### src/rtl/id_ex_stage.sv
// rtl/id_ex_stage.sv - ID/EX pipeline register with load-use bubble insertion
// Optional macro ID_EX_LOAD_USE_EN compiles in hazard detection and the bubble counter.
module id_ex_stage #(
   parameter int CNT_W = 8
) (
   input  logic             clk,
   input  logic             rst_n,
   input  logic             in_valid,
   input  logic [7:0]       in_ir,
   input  logic [17:0]      in_ctrl,
   input  logic [7:0]       in_opa,
   input  logic [7:0]       in_opb,
   input  logic             stall_in,
   input  logic             flush,
   output logic             ex_valid,
   output logic [7:0]       ex_ir,
   output logic [17:0]      ex_ctrl,
   output logic [7:0]       ex_opa,
   output logic [7:0]       ex_opb,
   output logic             id_stall,
   output logic [CNT_W-1:0] bubble_cnt
);

   // Control word bit positions: {reg_write, dst_reg[1:0], alu_sel, op2_sel, wb_sel, mem_read, ...}
   localparam int REG_WRITE_BIT = 17;
   localparam int DST_HI        = 16;
   localparam int DST_LO        = 15;
   localparam int MEM_READ_BIT  = 6;

   logic hazard;

`ifdef ID_EX_LOAD_USE_EN
   logic [1:0] ex_dst;
   logic [1:0] in_ra;
   logic [1:0] in_rb;

   assign ex_dst = ex_ctrl[DST_HI:DST_LO];
   assign in_ra  = in_ir[3:2];
   assign in_rb  = in_ir[1:0];

   always_comb begin
      hazard = ex_valid & ex_ctrl[MEM_READ_BIT] & ex_ctrl[REG_WRITE_BIT] & in_valid &
               ((ex_dst == in_ra) | (ex_dst == in_rb));
   end

   // Counts only bubbles actually inserted, so flush and stall_in both suppress it.
   always_ff @(posedge clk) begin
      if (!rst_n) begin
         bubble_cnt <= '0;
      end else if (!flush && !stall_in && hazard && (bubble_cnt != {CNT_W{1'b1}})) begin
         bubble_cnt <= bubble_cnt + CNT_W'(1);
      end
   end
`else
   assign hazard     = 1'b0;
   assign bubble_cnt = '0;
`endif

   assign id_stall = ~flush & (stall_in | hazard);

   always_ff @(posedge clk) begin
      if (!rst_n || flush) begin
         ex_valid <= 1'b0;
         ex_ir    <= '0;
         ex_ctrl  <= '0;
         ex_opa   <= '0;
         ex_opb   <= '0;
      end else if (stall_in) begin
         ex_valid <= ex_valid;
         ex_ir    <= ex_ir;
         ex_ctrl  <= ex_ctrl;
         ex_opa   <= ex_opa;
         ex_opb   <= ex_opb;
      end else if (hazard || !in_valid) begin
         // An empty decode slot enters EX as the same all-zero bubble as a load-use stall.
         ex_valid <= 1'b0;
         ex_ir    <= '0;
         ex_ctrl  <= '0;
         ex_opa   <= '0;
         ex_opb   <= '0;
      end else begin
         ex_valid <= 1'b1;
         ex_ir    <= in_ir;
         ex_ctrl  <= in_ctrl;
         ex_opa   <= in_opa;
         ex_opb   <= in_opb;
      end
   end

endmodule

### config.mk
export PLATFORM = sky130hd
export DESIGN_NAME = id_ex_stage
export DESIGN_NICKNAME = d
export VERILOG_FILES = /design/src/rtl/id_ex_stage.sv
export SDC_FILE = /design/constraint.sdc
export NUM_CORES = 1
export LEC_CHECK = 0
export ABC_AREA = 1
export BUFFER_PORTS_ARGS = -buffer_cell sky130_fd_sc_hd__buf_2
export CORE_UTILIZATION = 40
export DETAILED_ROUTE_END_ITERATION = 10
export PLACE_DENSITY = 0.8
export SLEW_MARGIN = 20
export SYNTH_ARGS = -nofsm -noshare
export SYNTH_HDL_FRONTEND = slang
export SYNTH_SLANG_ARGS = --single-unit
### constraint.sdc
create_clock -name clk -period 1.3 [get_ports clk]
set_input_delay 0 -clock clk [delete_from_list [all_inputs] [get_ports clk]]
set_output_delay 0 -clock clk [all_outputs]
set_load 0.1 [all_outputs]
### After elaboration in Yosys (flattened, before gate mapping)

Cells that the tools add are included.

| cells by class | value |
|---|---|
| reductions and logical operators | 2 |
| multiplexer cells | 5 |
| bitwise gates (word level) | 2 |

Operators by type and width:

| operator | number |
|---|---|
| 2-to-1 mux 8 bit | 3 |
| 2-to-1 mux 18 bit | 1 |
| AND 1 bit | 1 |
| logical NOT 1 bit | 1 |
| logical OR 1 bit | 1 |
| 2-to-1 mux 1 bit | 1 |
| inverter 1 bit | 1 |

| storage, ports and cells | value |
|---|---|
| flip-flop bits (word level) | 43 |
| word-level logic and storage cells | 14 |
| input bits | 47 |
| output and inout bits | 52 |

### Longest topological paths before layout

| logic depth | value |
|---|---|
| depth in word-level cells | 2 |
| mapped depth | 5 |
| mapped depth without buffers | 3 |

### Worst setup path after synthesis

OpenSTA, ideal clock, no wires.

| timing | value |
|---|---|
| path kind | input-to-output |
| start point | in stall_in |
| end point | out id_stall |
| setup slack | -0.292 ns |
| data required time | 1.300 ns |
| arrival | 1.592 ns |
| buffers on the path | 2 |
| cell stages on the path | 4 |
| path through | buf_6 > inv_12 > buf_12 > nor2_1 |

| on the way | value |
|---|---|
| longest elaborated chain between the ends | 1 |

Ends and longest elaborated chain:

| what | line | text |
|---|---|---|
| from (decl) | 13 | `input logic stall_in,` |
| AND 1 bit | 59 | `assign id_stall = ~flush & (stall_in \| hazard);` |
| to (decl) | 20 | `output logic id_stall,` |

No other way between the ends.

### Final worst setup path

| timing | value |
|---|---|
| start point | reg ex_ctrl[16] |
| end point | out ex_ctrl[16] |

RTL lines:

| what | line | text |
|---|---|---|
| from (decl) | 17 | `output logic [17:0] ex_ctrl,` |
| from (signal assigned) | 71 | `ex_ctrl <= ex_ctrl;` |
| from (signal assigned) | 84 | `ex_ctrl <= in_ctrl;` |

No word-level cell between the ends.

==> results.sh <==
export IMPL_run_status="finished, final reports clean"
export IMPL_largest_family_of_logic_cells_by_synthesized_area="simple AND/OR/NAND/NOR gates"
export IMPL_rsz0062_at_grt="no"
export IMPL_clk_insertion_delay_late_ns=0.28
export IMPL_launching_point_of_the_worst_reg2reg_path="ex_opb[1]"
export IMPL_hold_path_endpoint="ex_ctrl[7]"
export IMPL_share_of_yosys_cell_area_claimed_by_the_top_area_cell_type_pct=40.3
export IMPL_design_die_area_um2=5630
export IMPL_grt_pass1_wl_um=7440
export IMPL_setup_worst_path_class="reg -> out"
export IMPL_vdd_drop_max_mv=0.568
export IMPL_crit_path_top_delay_cell="buf_2"
export IMPL_ant_nets=0
export IMPL_r2r_cells=2
export IMPL_cts_clk_slew_worst_paths_ns=0.07
export IMPL_worst_path_buf_inv=1
export IMPL_cts_max_path_buffers=2
export IMPL_gp_routability_congestion=0.658
export IMPL_cts_root_buffer="clkbuf_8"
export IMPL_maxClockFrequency_mhz=928
export IMPL_detailedPlacementHpwl_um=2840
export IMPL_regToRegSetupSlack_ns=0.66
export IMPL_hold_path_startpoint="in_valid"
export IMPL_drt_wirelength_per_cell_um=12.7
export IMPL_timing_critical_path_from_type="flop"
export IMPL_net_total_in_the_final_layout=375
export IMPL_post_synth_inst_count=203
export IMPL_crit_path_max_fanout=2
export IMPL_ys_warn_count=0
export IMPL_hold_path_class="in -> reg"
export IMPL_min_delay_path_depth=3
export IMPL_synth_edff_count=0
export IMPL_die_width_um=75.1
export IMPL_finalClockSkew_ns=0
export IMPL_final_max_slew_viol_count=0
export IMPL_post_synth_instance_area_um2=2130
export IMPL_post_synth_mux_area_share_pct=0
export IMPL_p_per_area_nw_per_um2=966
export IMPL_floorplan_rows=26
export IMPL_pre_cts_ws_ns=0.448
export IMPL_finalHoldWorstSlack_ns=0.135
export IMPL_clock_sink_count=43
export IMPL_route_vias_total=1809
export IMPL_ioPinCount=99
export IMPL_setup_violations_final=0
export IMPL_area_growth_from_synthesis_to_final_layout_pct=39.3
export IMPL_post_route_cell_area_um2=2970
export IMPL_cts_repair_timing_setup_buffer_count=0
export IMPL_cp_cell_sequence="buf_2"
export IMPL_yosys_area_share_simple_pct=27.1
export IMPL_drtIter0Drc=73
export IMPL_h_tree_depth=2
export IMPL_core_box_area_um2=5110
export IMPL_dpl_instance_area_um2=2480
export IMPL_async_flop_share_pct=0
export IMPL_first_global_vias=1659
export IMPL_initial_utilization_pct=41.8
export IMPL_endpoints_failing_hold=0
export IMPL_grt_use_total_pct=17.5
export IMPL_cts_buffers=5
export IMPL_cell_family_contributing_the_most_delay_on_the_critical_path="buffers and inverters"
export IMPL_synth_largest_area_cell="dfxtp_1"
export IMPL_fp_dieH_um=75.1
export IMPL_most_numerous_cell_types_in_the_synthesized_netlist="43 x dfxtp_1, 43 x nand2_1, 39 x a21oi_2"
export IMPL_setup_tns_ns=0
export IMPL_timing_critical_path_arrival_ns=1.08
export IMPL_grt_max_degree=45
export IMPL_totalWireLength_um=5040
export IMPL_grt_ovfl_total=0
export IMPL_flip_flop_cell_with_the_highest_count_after_synthesis="dfxtp_1"
export IMPL_drive_above_1_share_pct=55.4
export IMPL_cell_types_with_the_largest_area_share_after_synthesis="dfxtp_1 40%, nand3_2 18%, a21oi_2 16%"
export IMPL_drt_vias_per_instance=4.56
export IMPL_synthDistinctLibCells=15
export IMPL_synth_compound_area_share_pct=16.9
export IMPL_layout_worst_path_cycle_share_pct=82.9
export IMPL_max_cap_violations=0
export IMPL_critPathCaptureType="primary output"
export IMPL_post_route_drc_count=0
export IMPL_period_needed_ns=1.08
export IMPL_drt_pass1_iter_count=4
export IMPL_critical_path_reg2reg_endpoint="ex_opb[1]"
export IMPL_synth_seq_cells=43
export IMPL_ys_seq_area_share_pct=40.3
export IMPL_leakagePower_nw=1.21
export IMPL_cts_resized=0
export IMPL_port_buffers=90
export IMPL_antenna_found_initial=0
export IMPL_synth_xor_xnor_area_share_pct=0
export IMPL_antenna_diode_count=0
export IMPL_post_synth_fa_ha_maj_area_fraction_pct=0
export IMPL_critical_path_required_ns=1.30
export IMPL_final_worst_path_setup_slack_ns=0.223
export IMPL_postSynthAreaPerCell_um2=10.5
export IMPL_tritoncts="built"
export IMPL_cp_slowest_stage_delay_ns=0.44
kinds of logic after synthesis:
group	Yosys count
and+or+nand+nor	88
AOI/OAI and AO/OA	43
buffers and inverters	28
other	1
DFF	43
how the worst max path moves through the flow:
| stage | from | endpoint | depth (start not counted) |
|---|---|---|---|
| floorplan | ex_ctrl[0] | ex_ctrl[0] | 2 |
| global placement | in_valid | ex_ir[1] | 4 |
| detailed placement | in_valid | ex_ir[2] | 4 |
| CTS | ex_ctrl[16] | ex_ctrl[16] | 1 |
| global route | ex_ctrl[16] | ex_ctrl[16] | 1 |
| finish | ex_ctrl[16] | ex_ctrl[16] | 1 |
layout by cell type, fill, tap and decap left out, drive strengths merged:
master	Yosys	final
nand2	45	45
nor2	1	1
dfxtp	43	43
buf	26	95
inv	2	2
conb	1	8
nand3	42	42
a21oi	43	43
dlygate4sd3	0	42
clkbuf	0	6
report_power, final:
group          switching [mW]  internal, mW
clock network           0.404         0.358
registers              0.0135          1.34
logic                   0.525         0.227
layout make-up:
class                           instances  area, µm²
Inverter                                2       20.0
Sequential cell                        43        861
Tap cell                               70       87.6
Clock buffer                            6       72.6
Timing Repair Buffer                  137        961
Multi-Input combinational cell        139        972
Fill cell                             437       2130
flip-flops by register name, indices dropped and copies added (netlist names):
register / count
ex_ctrl: 18
ex_ir: 8
ex_opa: 8
ex_opb: 8
ex_valid: 1
routing by layer:
| layer | part of all wire, % | up-vias | wire length (µm) | global-route usage [%] |
|---|---|---|---|---|
| met2 | 51 | 60 | 2590 | 31.4 |
| met3 | 4.4 | 2 | 223 | 4.42 |
| met4 | 0.26 | 0 | 13 | 4.40 |
| met5 | 0 | - | 0 | 0 |
| li1 | - | 907 | - | - |
| met1 | 44 | 840 | 2220 | 20.8 |
through the flow:
| step | std cells | total power [mW] | util (%) |
|---|---|---|---|
| 2_1_floorplan | 210 | 1.96 | - |
| 3_3_place_gp | 349 | 2.03 | 48.6 |
| 6_report | 397 | 2.87 | 58.2 |
| 3_5_place_dp | 349 | 2.04 | 48.6 |
| 5_1_grt | 397 | 3.01 | 58.2 |
| 4_1_cts | 397 | 2.91 | 58.2 |
repair_timing:
item                                    CTS  global route
endpoints found under the hold margin    42             0
endpoints found under the setup margin    0             0
hold buffers                             42             0
(Power assumes the default switching activity.)
